--- src/rtl/signal_decay_sweeper.sv ---
// signal_decay_sweeper
//   Background pheromone-decay engine. On start it raster-scans every grid
//   cell and processes one cell per clock. Each cell is read through the lookup
//   port, its signal is decremented by DECAY_AMOUNT (saturating at zero), and
//   the result is written back through the write port one cycle later.
//   While hold is high the engine yields both ports to ant traffic.
//
// Ports
//   newLocClock    system clock
//   RESET_SIM      asynchronous active-high reset
//   start          single-cycle sweep request, sampled only when idle
//   hold           ant logic owns the env ports this cycle
//   busy, done     sweep in progress / one-cycle completion pulse
//   lookup_*       read address, read enable, and combinational read data
//   write_*        write address, write enable, and registered write data

module signal_decay_sweeper #(
  parameter int unsigned PIXELS_X     = 16,
  parameter int unsigned PIXELS_Y     = 16,
  parameter int unsigned X_bits       = 4,
  parameter int unsigned Y_bits       = 4,
  parameter int unsigned SIGNAL_bits  = 4,
  parameter int unsigned DECAY_AMOUNT = 1
) (
  input  logic                   newLocClock,
  input  logic                   RESET_SIM,
  input  logic                   start,
  input  logic                   hold,
  output logic                   busy,
  output logic                   done,
  output logic [X_bits-1:0]      lookup_X,
  output logic [Y_bits-1:0]      lookup_Y,
  output logic                   lookup_en,
  input  logic [SIGNAL_bits-1:0] lookup_signal,
  input  logic                   lookup_sugar,
  output logic [X_bits-1:0]      write_X,
  output logic [Y_bits-1:0]      write_Y,
  output logic                   write_en,
  output logic [SIGNAL_bits-1:0] write_signal,
  output logic                   write_sugar
);

  localparam logic [1:0] StIdle  = 2'd0;
  localparam logic [1:0] StSweep = 2'd1;
  localparam logic [1:0] StDrain = 2'd2;
  localparam logic [1:0] StDone  = 2'd3;

  localparam logic [X_bits-1:0] LastX = X_bits'(PIXELS_X - 1);
  localparam logic [Y_bits-1:0] LastY = Y_bits'(PIXELS_Y - 1);

  logic [1:0]             state_q, state_d;
  logic [X_bits-1:0]      rd_x_q, rd_x_d;
  logic [Y_bits-1:0]      rd_y_q, rd_y_d;
  // Write stage: one cell in flight between its read and its write-back
  logic                   wr_valid_q, wr_valid_d;
  logic [X_bits-1:0]      wr_x_q, wr_x_d;
  logic [Y_bits-1:0]      wr_y_q, wr_y_d;
  logic [SIGNAL_bits-1:0] wr_sig_q, wr_sig_d;
  logic                   wr_sugar_q, wr_sugar_d;
  logic [SIGNAL_bits-1:0] decayed;

  // Compare at 32 bits so a DECAY_AMOUNT wider than the signal still saturates
  always_comb begin
    if (32'(lookup_signal) >= DECAY_AMOUNT) begin
      decayed = lookup_signal - SIGNAL_bits'(DECAY_AMOUNT);
    end else begin
      decayed = '0;
    end
  end

  always_comb begin
    state_d    = state_q;
    rd_x_d     = rd_x_q;
    rd_y_d     = rd_y_q;
    wr_valid_d = wr_valid_q;
    wr_x_d     = wr_x_q;
    wr_y_d     = wr_y_q;
    wr_sig_d   = wr_sig_q;
    wr_sugar_d = wr_sugar_q;
    case (state_q)
      StIdle: begin
        if (start) begin
          state_d    = StSweep;
          rd_x_d     = '0;
          rd_y_d     = '0;
          wr_valid_d = 1'b0;
        end
      end
      StSweep: begin
        if (hold) begin
          // Drop the in-flight cell and re-read it later, so an ant write
          // made during the hold is not clobbered by stale data.
          if (wr_valid_q) begin
            rd_x_d     = wr_x_q;
            rd_y_d     = wr_y_q;
            wr_valid_d = 1'b0;
          end
        end else begin
          wr_valid_d = 1'b1;
          wr_x_d     = rd_x_q;
          wr_y_d     = rd_y_q;
          wr_sig_d   = decayed;
          wr_sugar_d = lookup_sugar;
          if (rd_x_q == LastX) begin
            if (rd_y_q == LastY) begin
              state_d = StDrain;
            end else begin
              rd_x_d = '0;
              rd_y_d = rd_y_q + Y_bits'(1);
            end
          end else begin
            rd_x_d = rd_x_q + X_bits'(1);
          end
        end
      end
      StDrain: begin
        if (hold) begin
          if (wr_valid_q) begin
            rd_x_d     = wr_x_q;
            rd_y_d     = wr_y_q;
            wr_valid_d = 1'b0;
            state_d    = StSweep;
          end
        end else begin
          wr_valid_d = 1'b0;
          state_d    = StDone;
        end
      end
      StDone: begin
        state_d = StIdle;
      end
      default: begin
        state_d = StIdle;
      end
    endcase
  end

  always_ff @(posedge newLocClock or posedge RESET_SIM) begin
    if (RESET_SIM) begin
      state_q    <= StIdle;
      rd_x_q     <= '0;
      rd_y_q     <= '0;
      wr_valid_q <= 1'b0;
      wr_x_q     <= '0;
      wr_y_q     <= '0;
      wr_sig_q   <= '0;
      wr_sugar_q <= 1'b0;
    end else begin
      state_q    <= state_d;
      rd_x_q     <= rd_x_d;
      rd_y_q     <= rd_y_d;
      wr_valid_q <= wr_valid_d;
      wr_x_q     <= wr_x_d;
      wr_y_q     <= wr_y_d;
      wr_sig_q   <= wr_sig_d;
      wr_sugar_q <= wr_sugar_d;
    end
  end

  assign busy         = (state_q == StSweep) || (state_q == StDrain);
  assign done         = (state_q == StDone);
  assign lookup_X     = rd_x_q;
  assign lookup_Y     = rd_y_q;
  assign lookup_en    = (state_q == StSweep) && !hold;
  assign write_X      = wr_x_q;
  assign write_Y      = wr_y_q;
  assign write_en     = busy && wr_valid_q && !hold;
  assign write_signal = wr_sig_q;
  assign write_sugar  = wr_sugar_q;

endmodule

--- config.mk ---
export PLATFORM = sky130hd
export DESIGN_NAME = signal_decay_sweeper
export DESIGN_NICKNAME = d
export VERILOG_FILES = /design/src/rtl/signal_decay_sweeper.sv
export SDC_FILE = /design/constraint.sdc
export NUM_CORES = 1
export LEC_CHECK = 0
export ABC_CLOCK_PERIOD_IN_PS = 3900
export CORE_ASPECT_RATIO = 1.1
export CORE_MARGIN = 1
export CORE_UTILIZATION = 56
export CTS_BUF_LIST = sky130_fd_sc_hd__clkbuf_8
export CTS_CLUSTER_SIZE = 24
export DETAILED_ROUTE_END_ITERATION = 8
export PLACE_DENSITY = 0.88
export REMOVE_ABC_BUFFERS = 1
export SLEW_MARGIN = 20
export SYNTH_ARGS = -nofsm -noshare
export SYNTH_HDL_FRONTEND = slang
export SYNTH_SLANG_ARGS = --single-unit
--- constraint.sdc ---
create_clock -name newLocClock -period 3.9 [get_ports newLocClock]
set_clock_uncertainty 0.1 [all_clocks]
set_input_delay 0.39 -clock newLocClock [delete_from_list [all_inputs] [get_ports newLocClock]]
set_output_delay 0.39 -clock newLocClock [all_outputs]
set_load 0.05 [all_outputs]
# == After elaboration in Yosys (flattened, before gate mapping) ==
# Index checks and enable logic that the tools add are counted.
# op_classes
reduce_logical,12
eq_ne,14
bitwise_logic,1
n_mul,0
n_addsub,3
n_div,0
mux,24
n_shift,0
magnitude_cmp,1
# ops
cell,count
$mux W4,12
$pmux W4 S3,2
$mux W2,6
$ne A2 B2 Y1 const B,5
$reduce_and A5 Y1,2
$ne A3 B3 Y1 const B,3
$add A4 B1 Y4 const B,2
$eq A4 B4 Y1 const B,2
$pmux W2 S4,1
$eq A2 B2 Y1 const B,2
$ge A4 B1 Y1 const B,1
$ne A4 B4 Y1 const B,1
$reduce_and A2 Y1,2
$reduce_and A4 Y1,1
$sub A4 B1 Y4 const B,1
$logic_and A1 B1 Y1,3
$pmux W1 S3,1
$reduce_bool A3 Y1,1
$eq A2 B1 Y1 const B,1
$logic_not A2 Y1,1
$mux W1,2
$logic_not A1 Y1,1
$logic_or A1 B1 Y1,1
$not A1 Y1,1
# totals
mem_bits_ro,0
latchBits,0
ramBits,0
memories,0
ff_bits,24
out_inout_bits,25

# == Longest topological paths before layout ==
# logic_depth
depth_word,5
ltp_mapped,7
mapped_depth_nobuf,7

# == Worst setup path before layout ==
# OpenSTA, ideal clock, no wires.
# synth_path
path_kind,reg-to-output
startpoint,reg state_q[0]
endpoint,out write_en
path_slack_ns,1.745
arrival_time_ns,1.665
path_buffers,0
stages_incl_launch_ff,4
path_cell_list,dfrtp_1 -> inv_1 -> ha_1 -> and3b_1
# synth_via
elab_chain_cells,4
word_cells_on_any_way,5
# synth_lines
item,line,text
start: declaration,51,"logic [1:0] state_q, state_d;"
start signal: assignment,140,state_q <= StIdle;
start signal: assignment,149,state_q <= state_d;
$eq A2 B1 Y1 or $eq A2 B2 Y1 (tied branches),160,assign busy = (state_q == StSweep) || (state_q == StDrain);
$logic_or A1 B1 Y1 *,160,
named net busy,29,"output logic busy,"
$logic_and A1 B1 Y1 * (2 in a row),167,assign write_en = busy && wr_valid_q && !hold;
end: declaration,38,"output logic write_en,"
# The timed path passes the listed nets; every way through them passes the cells marked *.

# == Worst setup path in the final report ==
# layout_path
startpoint,reg state_q[1]
endpoint,out lookup_en
# layout_via
elab_chain_cells,2
# layout_lines
item,line,text
$eq A2 B1 Y1,164,assign lookup_en = (state_q == StSweep) && !hold;
$logic_and A1 B1 Y1,164,
end: declaration,33,"output logic lookup_en,"
# No other way between the ends.

==> reports/results.md <==
## Timing
• 0 — number of failing setup endpoints in the final timing report
• 330 MHz — Highest Clock Rate
• 35.4% — Slew HR
• 873 ps — final worst slack
• 0 — Final Max Tran Viols
• 0 ps — final-layout setup total negative slack
• 3030 ps — Min Clock Period, post-route
• 390 ps — Fin Hold WS
• 0 — count of final hold-check violations
• 77.6% — part of the cycle the worst path needs
• 969 ps — actual slew at the worst max-slew pin
• false — RSZ-0062 raised after global routing

## Cells and area
• 8.81% — share of layout cells above drive strength 1
• 213 — number of nets in the layout
• 24.4% — area grow syn2layout
• 0 — antenna fix cells
• 73.9% — Final Util

## Synthesis
• sky130_fd_sc_hd__dfrtp_1 40%, sky130_fd_sc_hd__nand2_1 9.3%, sky130_fd_sc_hd__ha_1 7.5%, sky130_fd_sc_hd__mux2i_1 3.3%, sky130_fd_sc_hd__o21ai_0 3.0% — most area-consuming cells after synthesis
• 40.1% — sequential-to-total area share from yosys stat
• 24 — flops & latches, synth
• 40.1% — share of Yosys cell area claimed by the top area cell type
• 163 — gate count after technology mapping
• 0 — yosys synthesis warning count
• sky130_fd_sc_hd__dfrtp_1 — cell type with the highest aggregate area in the netlist
• 100% — post-synthesis async set-or-reset flop share
• sky130_fd_sc_hd__dfrtp_1 — dominant synthesized flop cell
• 45 — Yosys cell types
• 9.18 um^2 — post-synthesis area per instance
• 1500 um^2 — cell area after synthesis
• 0 — number of synthesized flops with an enable pin

## CTS
• 3 — number of buffers added by the clock tree synthesis step
• 0 — hold-fix buffer count after cts
• 2 — number of buffers on the longest clock path
• 260 ps — worst-skew pair later-pin latency
• 0 — count of buffers added by post-CTS timing repair for setup
• 1 — number of H-tree levels
• 80 ps — Clock transition at path regs
• 24 — TritonCTS sink count
• built — CTS tree
• sky130_fd_sc_hd__clkbuf_8 — root buf cell
• 0 — CTS-repair resized insts

## Floorplan
• 2520 um^2 — core area
• 56.2 um — height of the chip
• 19 — Placement Rows
• 59.4% — effective utilization at floorplan
• 51.3 um — horizontal extent of the die
• 2880 um^2 — Die Outline Area
• 34 — number of primary I/O pins

## Flow run
• 0 — Maximum Capacitance Violations

## Global route
• 5.98 mm — wire length of the first global-routing pass
• 1372 — vias in the first global route
• 0 — number of antenna violations at the first check in global routing
• 27.6% — all-layer global routing usage
• 0 — remaining global-route overflow
• 25 — largest net degree at the start of global routing

## Drt
• 0 — number of routed nets with antenna violations
• 16.3 um — Routed WL per cell
• 1366 — total number of vias
• 3.65 mm — sum of routed wire length over all layers
• 4 — drt pass-1 iters
• 47 — violation count after the first detailed-route iteration
• 6.10 — average via count per standard cell
• 0 — remaining routing DRC violations

## Setup path
• 6 — reg2reg path depth
• lookup_Y[1] — reg2reg end
• 24 — largest fanout on the critical path
• 1510 ps — R2R Setup Slk
• 2540 ps — worst endpoint data arrival time
• output pin — Worst setup EP type
• 3410 ps — required time at the worst-slack endpoint
• flop — Startpoint Class
• state_q[1] — startpoint of the worst setup timing path
• state_q[1] — launch point of the worst reg-to-reg path
• reg2out — crit path kind

## Min path
• write_sugar — hold path start
• write_sugar — sink of the worst hold path
• 2 — number of cells on the worst hold path
• reg2reg — Worst Hold Class

## Placement
• 1030 ps — worst slack after detailed placement
• 0.803 — gpl congestion
• 2.57 mm — placed wire-length estimate after detailed placement
• 33 — Port Buffer Count

## Pwr
• 0.835 nW — leakage power
• 1.29 mW — total power consumption of the routed design
• 569 uV — worst vdd rail ir drop
• 691 nW/um^2 — Power Density

## Run status
• finished clean — run status

-- metal layers --
metal,global-route usage (%),part of all wire (%)
met3,2.46,5.3
met2,47.4,52
met5,0,0
met1,34.4,40
met4,13.1,1.8
-- layout make-up --
type,instances,area (um^2)
sequential,24,601
multi-input combinational,124,817
inverter,9,33.8
tap,31,38.8
timing repair buffer,33,330
fill,206,658
clock buffer,3,41.3
-- how the worst max path moves through the flow --
stage | cells past startpoint | end
2_1_floorplan | 3 | write_en
3_3_place_gp | 4 | lookup_en
3_5_place_dp | 4 | lookup_en
4_1_cts | 5 | lookup_en
5_1_grt | 5 | lookup_en
6_report | 5 | lookup_en
-- cells in the final DEF, fill, tap and decap left out, drive strengths merged, types with 2 or more instances in the layout --
cell type       n
o22ai           4
o32ai           3
and3            4
clkdlybuf4s50  33
o2bb2ai         4
ha              9
nor3            4
mux2i           5
nor2b           2
nor2            4
a21oi           6
nand3           5
nand2          38
nand4           3
inv             9
dfrtp          24
clkbuf          3
o31ai           2
xnor2           2
o21ai          13
-- kinds of logic (layout without fill, tap and decap cells) --
group | count (synthesis) | after routing | share of synthesized area [%]
AND/OR/NAND/NOR | 67 | 67 | 23.8
AO/OA/AOI/OAI | 41 | 41 | 18.7
flip-flops | 24 | 24 | 40.1
buffers and inverters | 15 | 45 | 5.27
adder cells (fa/ha/maj) | 9 | 9 | 7.53
multiplexers | 5 | 5 | 3.34
XOR/XNOR | 2 | 2 | 1.17
-- worst max-delay path: stages (launching register included) --
cell and delay, ps:
sky130_fd_sc_hd__dfrtp_1 420, sky130_fd_sc_hd__inv_1 130, sky130_fd_sc_hd__ha_1 320, sky130_fd_sc_hd__nand2b_4 220, sky130_fd_sc_hd__inv_2 300, sky130_fd_sc_hd__clkdlybuf4s50_1 860
-- registers in the layout, summed over array words and instances, names as in the netlist --
signal and count:
lookup_X 4, lookup_Y 4, write_X 4, write_Y 4, write_signal 4, state_q 2, wr_valid_q 1, write_sugar 1
-- report_power, final --
part	internal, mW	switching [mW]
combinational	0.263	0.501
sequential	0.303	0.0775
clock	0.0690	0.0732
total	0.634	0.651
-- cell usage after synthesis (4+ instances only) --
cell / instances
sky130_fd_sc_hd__o21ai_0: 9
sky130_fd_sc_hd__nand2_1: 37
sky130_fd_sc_hd__dfrtp_1: 24
sky130_fd_sc_hd__a21oi_1: 6
sky130_fd_sc_hd__o22ai_1: 4
sky130_fd_sc_hd__nor2_1: 4
sky130_fd_sc_hd__nand3_1: 4
sky130_fd_sc_hd__mux2i_1: 5
sky130_fd_sc_hd__inv_1: 8
sky130_fd_sc_hd__ha_1: 9
sky130_fd_sc_hd__o2bb2ai_1: 4
-- per-stage QoR --
step,instance area [um^2],std cells
2_1_floorplan,1450,157
3_5_place_dp,1820,221
4_1_cts,1860,224
5_1_grt,1860,224
6_report,1860,224
3_3_place_gp,1820,221
No activity file was read; power rests on OpenSTA's default activity.
